<file path="src/rtl/playsongs_seq.sv">
// rtl/playsongs_seq.sv - ROM-driven buzzer score sequencer with tempo, octave bit and articulation gap.
// Define SONG_LOOP_EN to replay the song from its base after the end marker instead of returning to idle.
module playsongs_seq #(
    parameter int DIV_W       = 17,
    parameter int ADDR_W      = 8,
    parameter int SONG_W      = 2,
    parameter int BEAT_CYCLES = 12500000,
    parameter int BEAT_W      = 24
) (
    input  logic              clk,
    input  logic              rst,
    input  logic              start,
    input  logic              stop,
    input  logic [SONG_W-1:0] song_sel,
    input  logic [1:0]        tempo,
    output logic [ADDR_W-1:0] rom_addr,
    input  logic [7:0]        rom_data,
    output logic              buzzer,
    output logic              busy,
    output logic              done
);
    localparam int OFF_W = ADDR_W - SONG_W;
    // One extra bit so BEAT_CYCLES == 2**BEAT_W still represents a full beat length.
    localparam int BL_W = BEAT_W + 1;
    localparam logic [BL_W-1:0] BEAT_FULL = BL_W'(BEAT_CYCLES);
    localparam logic [3:0] PITCH_END = 4'hF;

    typedef enum logic [2:0] {
        S_IDLE,
        S_FETCH,
        S_DECODE,
        S_PLAY,
        S_END
    } state_t;

    state_t state_q, state_d;

    logic [ADDR_W-1:0] rom_addr_q, rom_addr_d;
    logic [1:0]        tempo_q, tempo_d;
    logic              rest_q, rest_d;
    logic [3:0]        dur_q, dur_d;
    logic [3:0]        dur_cnt_q, dur_cnt_d;
    logic [DIV_W-1:0]  div_q, div_d;
    logic [DIV_W-1:0]  cnt0_q, cnt0_d;
    logic [BEAT_W-1:0] beat_cnt_q, beat_cnt_d;
    logic              buzzer_q, buzzer_d;

    logic [BL_W-1:0] beat_raw, beat_len, beat_last, gap_start, beat_pos;
    logic            last_beat, beat_end, note_end, in_gap, tone_hi;

    // Bit 3 of the pitch code selects the upper octave; bits 2:0 pick the note (0 = rest).
    function automatic logic [DIV_W-1:0] note_div(input logic [3:0] code);
        logic [DIV_W-1:0] d;
        case (code[2:0])
            3'd1:    d = DIV_W'(45871);
            3'd2:    d = DIV_W'(40872);
            3'd3:    d = DIV_W'(36407);
            3'd4:    d = DIV_W'(34364);
            3'd5:    d = DIV_W'(30612);
            3'd6:    d = DIV_W'(27272);
            3'd7:    d = DIV_W'(24301);
            default: d = DIV_W'(2);
        endcase
        if (code[3]) begin
            d = d >> 1;
        end
        return d;
    endfunction

    always_comb begin
        beat_raw  = BEAT_FULL >> tempo_q;
        beat_len  = (beat_raw == '0) ? BL_W'(1) : beat_raw;
        beat_last = beat_len - BL_W'(1);
        gap_start = beat_len - (beat_len >> 3);
        beat_pos  = {1'b0, beat_cnt_q};
        last_beat = (dur_cnt_q == dur_q);
        beat_end  = (beat_pos == beat_last);
        note_end  = last_beat && beat_end;
        in_gap    = last_beat && (beat_pos >= gap_start);
        tone_hi   = (cnt0_q >= (div_q >> 1));
    end

    always_ff @(posedge clk) begin
        if (rst) begin
            state_q <= S_IDLE;
        end else begin
            state_q <= state_d;
        end
    end

    always_comb begin
        state_d = state_q;
        if (stop) begin
            state_d = S_IDLE;
        end else if (start) begin
            state_d = S_FETCH;
        end else begin
            case (state_q)
                S_FETCH:  state_d = S_DECODE;
                S_DECODE: state_d = (rom_data[7:4] == PITCH_END) ? S_END : S_PLAY;
                S_PLAY: begin
                    if (note_end) begin
                        state_d = S_FETCH;
                    end
                end
`ifdef SONG_LOOP_EN
                S_END:    state_d = S_FETCH;
`else
                S_END:    state_d = S_IDLE;
`endif
                default:  state_d = state_q;
            endcase
        end
    end

    always_comb begin
        busy   = (state_q != S_IDLE);
        done   = (state_q == S_END);
        rom_addr = rom_addr_q;
        buzzer = buzzer_q;
        // Looking at state_d keeps the pin low on the cycle a note is left or aborted.
        buzzer_d = (state_q == S_PLAY) && (state_d == S_PLAY) && !rest_q && !in_gap && tone_hi;
    end

    always_comb begin
        rom_addr_d = rom_addr_q;
        tempo_d    = tempo_q;
        rest_d     = rest_q;
        dur_d      = dur_q;
        dur_cnt_d  = dur_cnt_q;
        div_d      = div_q;
        cnt0_d     = cnt0_q;
        beat_cnt_d = beat_cnt_q;
        if (start && !stop) begin
            tempo_d    = tempo;
            rom_addr_d = {song_sel, {OFF_W{1'b0}}};
        end else if (!stop) begin
            case (state_q)
                S_DECODE: begin
                    rest_d     = (rom_data[6:4] == 3'd0);
                    dur_d      = rom_data[3:0];
                    div_d      = note_div(rom_data[7:4]);
                    cnt0_d     = '0;
                    beat_cnt_d = '0;
                    dur_cnt_d  = '0;
                end
                S_PLAY: begin
                    cnt0_d = (cnt0_q == div_q - DIV_W'(1)) ? '0 : cnt0_q + DIV_W'(1);
                    if (beat_end) begin
                        beat_cnt_d = '0;
                        dur_cnt_d  = dur_cnt_q + 4'd1;
                    end else begin
                        beat_cnt_d = beat_cnt_q + BEAT_W'(1);
                    end
                    // Offset wraps inside the song region; the song bits never change.
                    if (note_end) begin
                        rom_addr_d = {rom_addr_q[ADDR_W-1 -: SONG_W],
                                      rom_addr_q[OFF_W-1:0] + OFF_W'(1)};
                    end
                end
`ifdef SONG_LOOP_EN
                S_END: rom_addr_d = {rom_addr_q[ADDR_W-1 -: SONG_W], {OFF_W{1'b0}}};
`endif
                default: rom_addr_d = rom_addr_q;
            endcase
        end
    end

    always_ff @(posedge clk) begin
        if (rst) begin
            rom_addr_q <= '0;
            tempo_q    <= '0;
            rest_q     <= 1'b1;
            dur_q      <= '0;
            dur_cnt_q  <= '0;
            div_q      <= DIV_W'(2);
            cnt0_q     <= '0;
            beat_cnt_q <= '0;
            buzzer_q   <= 1'b0;
        end else begin
            rom_addr_q <= rom_addr_d;
            tempo_q    <= tempo_d;
            rest_q     <= rest_d;
            dur_q      <= dur_d;
            dur_cnt_q  <= dur_cnt_d;
            div_q      <= div_d;
            cnt0_q     <= cnt0_d;
            beat_cnt_q <= beat_cnt_d;
            buzzer_q   <= buzzer_d;
        end
    end

endmodule

</file>
<file path="config.mk">
export PLATFORM = sky130hd
export DESIGN_NAME = playsongs_seq
export DESIGN_NICKNAME = d
export VERILOG_FILES = /design/src/rtl/playsongs_seq.sv
export SDC_FILE = /design/constraint.sdc
export NUM_CORES = 1
export LEC_CHECK = 0
export ABC_AREA = 1
export BUFFER_PORTS_ARGS = -buffer_cell sky130_fd_sc_hd__clkbuf_2
export CAP_MARGIN = 20
export CORE_MARGIN = 8
export CORE_UTILIZATION = 63
export DETAILED_ROUTE_END_ITERATION = 10
export PLACE_DENSITY = 0.9
export SYNTH_ARGS = -nofsm -noshare
export SYNTH_HDL_FRONTEND = slang
export SYNTH_SLANG_ARGS = --single-unit
</file>
<file path="constraint.sdc">
create_clock -name clk -period 2.85 [get_ports clk]
set_input_delay 0.1425 -clock clk [delete_from_list [all_inputs] [get_ports clk]]
set_output_delay 0.1425 -clock clk [all_outputs]
set_load 0.005 [all_outputs]
</file>
== After elaboration in Yosys (flattened, before gate mapping) ==
Cells that the tools add are included.

* Register bits after elaboration: 81
* Input bits: 16
* Output and inout port bits: 11
* Word-level logic and storage cells: 77

* Add/sub/neg operators: 7
* Magnitude comparators: 2
* Eq/ne operators: 17
* Shifts and indexed selects: 1
* Multiplexer cells: 18
* Bitwise logic cells: 2
* Reductions and logical operators: 19

{| class="wikitable"
|+ Operator list
! kind !! number
|-
| case mux 16 bit (7 select lines) || 1
|-
| case mux 24 bit (2 select lines) || 1
|-
| 2-to-1 mux 17 bit || 2
|-
| case mux 17 bit (2 select lines) || 1
|-
| == test 24 x 25 -> 1 bit || 1
|-
| >= comparator 24 x 25 -> 1 bit || 1
|-
| zero test 25 bit || 1
|-
| 2-to-1 mux 25 bit || 1
|-
| >> shifter 24 x 2 -> 25 bit, first input constant || 1
|-
| subtractor 25 x 1 -> 25 bit, second input constant || 1
|-
| subtractor 25 x 22 -> 25 bit || 1
|-
| adder 24 x 1 -> 24 bit, second input constant || 1
|-
| 2-to-1 mux 24 bit || 1
|-
| 2-to-1 mux 6 bit || 3
|-
| adder 17 x 1 -> 17 bit, second input constant || 1
|-
| == test 17 bit || 1
|-
| >= comparator 17 x 16 -> 1 bit || 1
|-
| subtractor 17 x 1 -> 17 bit, second input constant || 1
|-
| == test 3 x 2 -> 1 bit, second input constant || 5
|-
| == test 3 bit, second input constant || 5
|-
| 2-to-1 mux 3 bit || 4
|-
| case mux 3 bit (4 select lines) || 1
|-
| AND reduction 3 bit || 3
|-
| 2-to-1 mux 8 bit || 1
|-
| other kinds (16) || 26
|}

== Logic depth before layout (Yosys ltp) ==
Gate-level depths: netlist of the first run.

* Word-level depth: 15
* Gate-level depth with buffers: 15
* Depth with buffers taken out: 14

== Worst setup path after synthesis of the first run ==
Ideal clock, no wire load.

* Kind: register -> register
* Start: register tempo_q[0]
* End: register beat_cnt_q[15]
* Setup time: 0.115 ns
* Arrival time: 2.172 ns
* Data required time: 2.735 ns
* Setup slack: 0.563 ns
* Stages on the path, launching flop included: 12
* Path buffers: 1
* Clock period less this slack: 2.287 ns
* Cells stage by stage: dfxtp_1 -> ha_1 -> buf_2 -> inv_1 -> ha_1 -> nand2_1 -> nand3_1 -> nor3_1 -> nand4_2 -> nand2_2 -> nor2_1 -> o21a_1

* Word-level cells in the longest chain between the ends: 7

{| class="wikitable"
|+ Ends and longest elaborated chain
! item !! line !! text
|-
| from (decl) || 39 || <nowiki>logic [1:0] tempo_q, tempo_d;</nowiki>
|-
| from (signal assigned) || 182 || <nowiki>tempo_q <= tempo_d;</nowiki>
|-
| >> shifter 24 x 2 -> 25 bit * || 71 || <nowiki>beat_raw = BEAT_FULL >> tempo_q;</nowiki>
|-
| zero test 25 bit || 72 || <nowiki>beat_len = (beat_raw == '0) ? BL_W'(1) : beat_raw;</nowiki>
|-
| 2-to-1 mux 25 bit * || 72 ||
|-
| subtractor 25 x 1 -> 25 bit * || 73 || <nowiki>beat_last = beat_len - BL_W'(1);</nowiki>
|-
| == test 24 x 25 -> 1 bit * || 77 || <nowiki>beat_end = (beat_pos == beat_last);</nowiki>
|-
| 2-to-1 mux 24 bit * || 149 || <nowiki>if (beat_end) begin</nowiki>
|-
| case mux 24 bit (2 select lines) * || 138 || <nowiki>case (state_q)</nowiki>
|-
| to (signal assigned) || 188 || <nowiki>beat_cnt_q <= beat_cnt_d;</nowiki>
|-
| to (decl) || 45 || <nowiki>logic [BEAT_W-1:0] beat_cnt_q, beat_cnt_d;</nowiki>
|}

Every way passes the cells marked *; elsewhere a longest branch is shown, timed or not.
A chain may end at the register's enable or synchronous reset.

== Final worst setup path of the first run ==
* Start: register tempo_q[0]
* End: register beat_cnt_q[21]

Same word-level chain as after synthesis.

==> run_results.csv, run 1 <==
group,metric,value,unit
logic_synthesis,dominantRegCellSynth,"dfxtp_1",
routing,wl,18400,µm
logic_synthesis,synth_area_leaders,"dfxtp_1, nand2_1, ha_1",
power_and_ir_drop,leakage,0.003006,µW
logic_synthesis,synth_area_per_cell,6.446,µm²
cells_and_area,nFillCells,886,
floorplanning,core,10320,µm²
sta,finalSetupViolations,0,
power_and_ir_drop,clock_power_share,38.6,%
placed_design,portBuffers,26,
logic_synthesis,ys_seq_area_share,23.89,%
clock_network,clkSinkCount,80,
clock_network,clock_path_buffers,2,
logic_synthesis,syn_area,6704,µm²
cells_and_area,regArea,1604,µm²
clock_network,path_clk_slew,0.10,ns
global_routing,grt_pass1_vias,6456,
power_and_ir_drop,p_sw,710.6,µW
sta,finalHoldViolations,0,
floorplanning,dieArea,14200,µm²
critical_path,critPathCaptureType,"flip-flop",
clock_network,cts_setup_buffers,0,
cells_and_area,multiInputGateArea,4491,µm²
logic_synthesis,yosysMostFrequentCell,"nand2_1",
sta,finalCritPeriodShare,90.29,%
sta,fin_skew,0.01363,ns
power_and_ir_drop,p_per_area,317.7,nW/µm²
clock_network,cts_htree_levels,3,
logic_synthesis,ys_warn_count,0,
placed_design,hpwl,13940,µm
floorplanning,ios,27,
critical_path,startpoint_type,"flip-flop",
routing,wl_per_cell,15.34,µm
floorplanning,fp.dieH,119.2,µm
cells_and_area,nets,1129,
critical_path,arrival,2.86,ns
logic_synthesis,async_reset_ff_share,0,%
routing,post-route-drc-count,0,
job,maxCapViolCount,0,
cells_and_area,drive_above_1_share,8.843,%
critical_path,crit_start,"tempo_q[0]",
sta,setup_slack,0.2768,ns
logic_synthesis,synth_nets,1111,
floorplanning,dieWidth,119.2,µm
global_routing,antenna_found_initial,0,
routing,ant_nets,0,
routing,vias_per_cell,5.892,
floorplanning,start_util,64.94,%
global_routing,grt_max_degree,44,
global_routing,grt_use_total,25.60,%
global_routing,grt_pass1_wl,30330,µm
cells_and_area,areaGrowthSynthToFinish,6.439,%
logic_synthesis,yosys.cell_types.count,51,
critical_path,cp.required,3.14,ns
power_and_ir_drop,comb_power_share,11.5,%
routing,drt_first_iter_violations,748,
logic_synthesis,synth_commonest_cells,"nand2_1, nor2_1, inv_1",
placed_design,gp_congestion,1.010,
sta,tightest_slew,0.8189,ns
clock_network,root_buffer,"clkbuf_8",
routing,vias,7065,
critical_path,path_class,"reg -> reg",
cells_and_area,antenna_cells,0,
global_routing,grt-ovfl-total,0,
logic_synthesis,synth-edff-count,0,
sta,fin_crit,2.573,ns
clock_network,clk_latency,0.39,ns
placed_design,pre_cts_slack,0.2409,ns
min_path,min_from,"song_sel[0]",
clock_network,cts_tree,"built",
logic_synthesis,synth_top_cell_area_share,23.89,%
critical_path,r2r_start,"tempo_q[0]",
power_and_ir_drop,peakVddDrop,0.0003413,V
critical_path,critical_path.max_fanout,9,
power_and_ir_drop,p_seq_share,49.9,%
floorplanning,rows,37,
outcome,status,"finished clean",
routing,dr.pass1.iters,7,
sta,grt_setup_unrepaired,"false",
sta,max_slew_margin,45.34,%
logic_synthesis,yosys.area.top_type,"dfxtp_1",
clock_network,numCtsBuffers,9,
sta,slew_viol_final,0,
sta,fin_setup_tns,0,ns
power_and_ir_drop,p_sw_share,31.35,%
logic_synthesis,ys_ff_latch,80,
logic_synthesis,postSynthCellCount,1040,
power_and_ir_drop,internal-power,1556,µW
sta,fmax,388.6,MHz
min_path,hold_class,"in -> reg",
## power groups by stage
stage / clock network [µW] / registers (µW) / logic [µW]
global route: 919 / 1130 / 286
detailed placement: 0 / 1160 / 245
CTS: 875 / 1130 / 253
floorplan: 0 / 1160 / 185
global placement: 0 / 1160 / 241
finish: 876 / 1130 / 260
## state kept, by name, indices dropped and copies added (netlist names)
signal      cells
beat_cnt_q     24
tempo_q         2
buzzer          1
div_q          16
rest_q          1
state_q         3
rom_addr        8
dur_cnt_q       4
cnt0_q         17
dur_q           4
## per-stage QoR
stage	utilization, %	area [µm²]	total power [µW]	instances	hold slack, ns
global placement	66.61	6877	1397	1177	0.3654
CTS	69.09	7133	2258	1199	0.003974
finish	69.12	7136	2267	1199	0.005646
global route	69.12	7136	2338	1199	0.03271
detailed placement	66.61	6877	1402	1177	0.3723
floorplan	-	6704	1341	1040	0.2333
## path summary, 6_finish.rpt
| check | endpoint | slack, ns | cells after the start |
|---|---|---|---|
| setup / recovery | beat_cnt_q[21] | 0.28 | 14 |
| hold reg to reg | rom_addr[6] | 0.50 | 2 |
| hold / removal | rom_addr[6] | 0.006 | 3 |
| setup reg to reg | beat_cnt_q[21] | 0.28 | 14 |
## layout by cell type (no fill, tap or decap), types with 2 or more instances in the layout
| cell | instances |
|---|---|
| nand4_1 | 39 |
| nor2_2 | 11 |
| nor2_1 | 152 |
| nor3b_1 | 3 |
| xor2_1 | 27 |
| inv_1 | 111 |
| o21bai_1 | 3 |
| nand2_1 | 215 |
| o21a_1 | 10 |
| nor3_4 | 2 |
| inv_2 | 4 |
| o211ai_1 | 7 |
| a31oi_1 | 3 |
| dlygate4sd3_1 | 6 |
| nand3b_1 | 9 |
| or2_2 | 3 |
| a221oi_1 | 4 |
| nand2_2 | 7 |
| ha_1 | 55 |
| clkbuf_8 | 9 |
| inv_8 | 2 |
| a211oi_1 | 2 |
| xnor2_1 | 12 |
| nor4_1 | 5 |
| nor3_2 | 4 |
| o21ai_0 | 42 |
| dfxtp_2 | 2 |
| o21ai_1 | 4 |
| inv_6 | 2 |
| a21oi_1 | 77 |
| buf_4 | 7 |
| nand3_1 | 68 |
| nor3_1 | 27 |
| and2_1 | 2 |
| nor2_4 | 4 |
| dfxtp_1 | 78 |
| clkbuf_2 | 26 |
| nand3_2 | 4 |
## routing by layer
metal  global-route usage [%]  up-vias  share of wire (%)  routed length [µm]
li1                         -     3483                  -                   -
met1                    32.55     3156                 43                7920
met2                    40.36      363                 44                8124
met3                    6.613       63                9.9                1826
met4                    10.51        0                2.8                 524
met5                        0        -                  0                   0
## logic make-up (layout without fill, tap and decap cells)
family | Yosys count | after routing | share of synthesized area [%]
and+or+nand+nor | 560 | 560 | 38.41
AOI/OAI and AO/OA | 158 | 158 | 13.16
buffers and inverters | 147 | 170 | 9.126
DFF | 80 | 80 | 23.89
adders and majority gates | 55 | 55 | 10.27
xor gates and xnor gates | 39 | 39 | 5.095
other | 1 | 1 | 0.05594
## final cells by class
cell class                      count  area share, %
Clock buffer                        9          1.736
Clock inverter                      7          1.017
Inverter                          115          6.049
Multi-Input combinational cell    813          62.93
Sequential cell                    80          22.48
Tap cell                          136          2.385
Timing Repair Buffer               39          3.402
## critical path, stage by stage (launching register included)
cell	delay (ns)
dfxtp_2	0.39
inv_1	0.21
ha_1	0.24
inv_1	0.10
ha_1	0.42
nand3_1	0.11
nor3_1	0.14
nand2_1	0.07
nor2_1	0.12
nand3_1	0.10
nand2_2	0.09
nand2_2	0.10
nand2_2	0.20
o21bai_1	0.15
nor2_1	0.05
## timing repair
item | 4_1_cts | 5_1_grt
setup endpoints to repair | 0 | 4
endpoints found under the hold margin | 6 | 0
hold buffers | 6 | 0
gates resized for setup | 0 | 2
No activity file was read; power rests on OpenSTA's default activity.
==> inputs of run 2 (changes only) <==
clock period = 2.45 ns   (was 2.85 ns; I/O delays follow)
==> run 2 against run 1 <==
Effect of this change: combinational power up 36%; critical path depth unchanged; largest power group unchanged; largest cell class unchanged; highest routed layer unchanged; clock power rose by 6.8%; non-clock buffer count grew 22; first-iteration DRC count is 13% lower; worst hold slack better by 0.030 ns; die area did not move; core utilization is 2.4 points higher; power increased by 15%.
==> run_results.csv, run 2 (synthesis results as in run 1) <==
group,metric,value,unit
placed_design,portBuffers,26,
routing,wl,19130,µm
critical_path,path_delay_family,"simple AND/OR/NAND/NOR gates",
sta,slew_viol_final,0,
critical_path,cp_slowest_stage_delay,0.38,ns
global_routing,grt_pass1_vias,6593,
critical_path,cpMaxStageDelayCell,"dfxtp_4",
cells_and_area,reg_top3,"beat_cnt_q (24), cnt0_q (17), div_q (16)",
routing,dr.pass1.iters,5,
cells_and_area,largest_reg_flops,24,
clock_network,clkSinkCount,80,
cells_and_area,drive_above_1_share,12.36,%
sta,fin_setup_tns,0,ns
sta,finalSetupViolations,0,
power_and_ir_drop,leakage,0.003113,µW
sta,fin_crit,2.325,ns
global_routing,grt-ovfl-total,0,
clock_network,path_clk_slew,0.09,ns
cells_and_area,final_common_cell,"nand2_1",
sta,fmax,430.2,MHz
critical_path,critical_path.max_fanout,6,
sta,setup_slack,0.1255,ns
placed_design,gp_congestion,0.9914,
routing,ant_nets,0,
floorplanning,dieWidth,119.2,µm
placed_design,post-place-cells,1198,
critical_path,arrival,2.63,ns
cells_and_area,antenna_cells,0,
critical_path,critPathCaptureType,"flip-flop",
power_and_ir_drop,p_per_area,352.5,nW/µm²
global_routing,grt_pass1_wl,31930,µm
cells_and_area,top_register,"beat_cnt_q",
routing,post-route-drc-count,0,
sta,max_slew_margin,66.39,%
global_routing,antenna_found_initial,0,
floorplanning,rows,37,
critical_path,path_class,"reg -> reg",
critical_path,startpoint_type,"flip-flop",
critical_path,critPathBufInv,3,
sta,fin_skew,0.01246,ns
cells_and_area,areaGrowthSynthToFinish,10.13,%
clock_network,numCtsBuffers,9,
floorplanning,ios,27,
critical_path,cp.required,2.75,ns
global_routing,grt_use_total,26.95,%
critical_path,crit_top_cell,"nand2_2",
clock_network,clock_path_buffers,2,
routing,wl_per_cell,15.68,µm
placed_design,hpwl,14700,µm
clock_network,cts_tree,"built",
routing,drt_first_iter_violations,648,
clock_network,clk_latency,0.37,ns
sta,tightest_slew,0.5042,ns
min_path,hold_class,"in -> reg",
cells_and_area,stdcell_count,1220,
global_routing,grt_max_degree,44,
clock_network,root_buffer,"clkbuf_8",
floorplanning,core,10320,µm²
floorplanning,start_util,64.94,%
placed_design,pre_cts_slack,-0.1011,ns
floorplanning,fp.dieH,119.2,µm
job,maxCapViolCount,0,
floorplanning,dieArea,14200,µm²
sta,finalHoldViolations,0,
power_and_ir_drop,peakVddDrop,0.0003691,V
cells_and_area,nets,1151,
routing,vias,7068,
routing,vias_per_cell,5.793,
critical_path,crit_chain,"inv_4, ha_2, inv_1, ha_1, nand3_1, nor3_2, nand2_1, nor2_2, nand3_2, nand2_2, nand2_2, buf_12, or2_0, a21oi_1",
sta,finalCritPeriodShare,94.88,%
clock_network,cts_htree_levels,3,
outcome,status,"finished clean",
cells_and_area,layout_common_cells,"nand2_1, nor2_1, inv_1",
-- run 2: changes by cell type in the layout (fill, tap and decap cells not counted), moves of 2 or more --
cell,before,now
buf_4,7,28
ha_1,55,49
ha_2,0,4
ha_4,0,2
inv_1,111,108
inv_2,4,6
inv_8,2,0
nand3_1,68,66
nand3_2,4,6
nor2_1,152,148
nor2_2,11,15
o21ai_0,42,40
-- run 2: what timing repair did --
action                                  CTS  global route
endpoints found under the setup margin    4            28
buffers inserted                          0             1
pin swaps                                 0             4
hold buffers                              6             0
endpoints found under the hold margin     6             0
resized for setup                         3            24
-- run 2: worst register-to-register path, delay by kind of cell (launching register included) --
family | cells | cell delay (ns)
fa+ha+maj | 2 | 0.51
simple gates | 8 | 0.93
flops | 1 | 0.38
compound gates | 1 | 0.12
buf+inv | 3 | 0.31
-- run 2: layer usage --
metal	share of wire (%)	track usage [%]	vias up
met5	0	0	-
met4	2.1	8.854	0
met3	8.4	4.913	37
met2	43	41.38	308
met1	46	37.21	3190
li1	-	-	3533
-- run 2: cell type report --
| type | instances | area [µm²] |
|---|---|---|
| clock inverters | 5 | 41.29 |
| clock buffers | 10 | 137.6 |
| repair buffers | 61 | 420.4 |
| flip-flops and latches | 80 | 1607 |
| well taps | 136 | 170.2 |
| fillers | 876 | 2940 |
| multi-input cells | 813 | 4573 |
| inverters | 115 | 434.2 |
-- run 2: worst paths after layout --
path                    start           end  slack (ns)  cells after the start
setup / recovery   tempo_q[1]  dur_cnt_q[0]        0.13                     14
hold / removal    song_sel[1]   rom_addr[7]        0.04                      3
setup reg to reg   tempo_q[1]  dur_cnt_q[0]        0.13                     14
hold reg to reg   rom_addr[7]   rom_addr[7]        0.50                      2
-- run 2: per-stage QoR --
| step | area (µm²) | power [µW] | util [%] | hold WS, ns |
|---|---|---|---|---|
| 6_report | 7383 | 2603 | 71.52 | 0.03559 |
| 5_1_grt | 7383 | 2704 | 71.52 | 0.02038 |
| 4_1_cts | 7296 | 2592 | 70.67 | 0.02261 |
| 3_5_place_dp | 7047 | 1662 | 68.26 | 0.3574 |
| 3_3_place_gp | 7047 | 1660 | 68.26 | 0.3459 |
| 2_1_floorplan | 6704 | 1560 | - | 0.2133 |
-- run 2: where the power goes --
part	switching [µW]	total, µW	internal, µW
combinational	223	353	130
clock	537	936	399
sequential	7.62	1310	1310
total	767	2600	1840
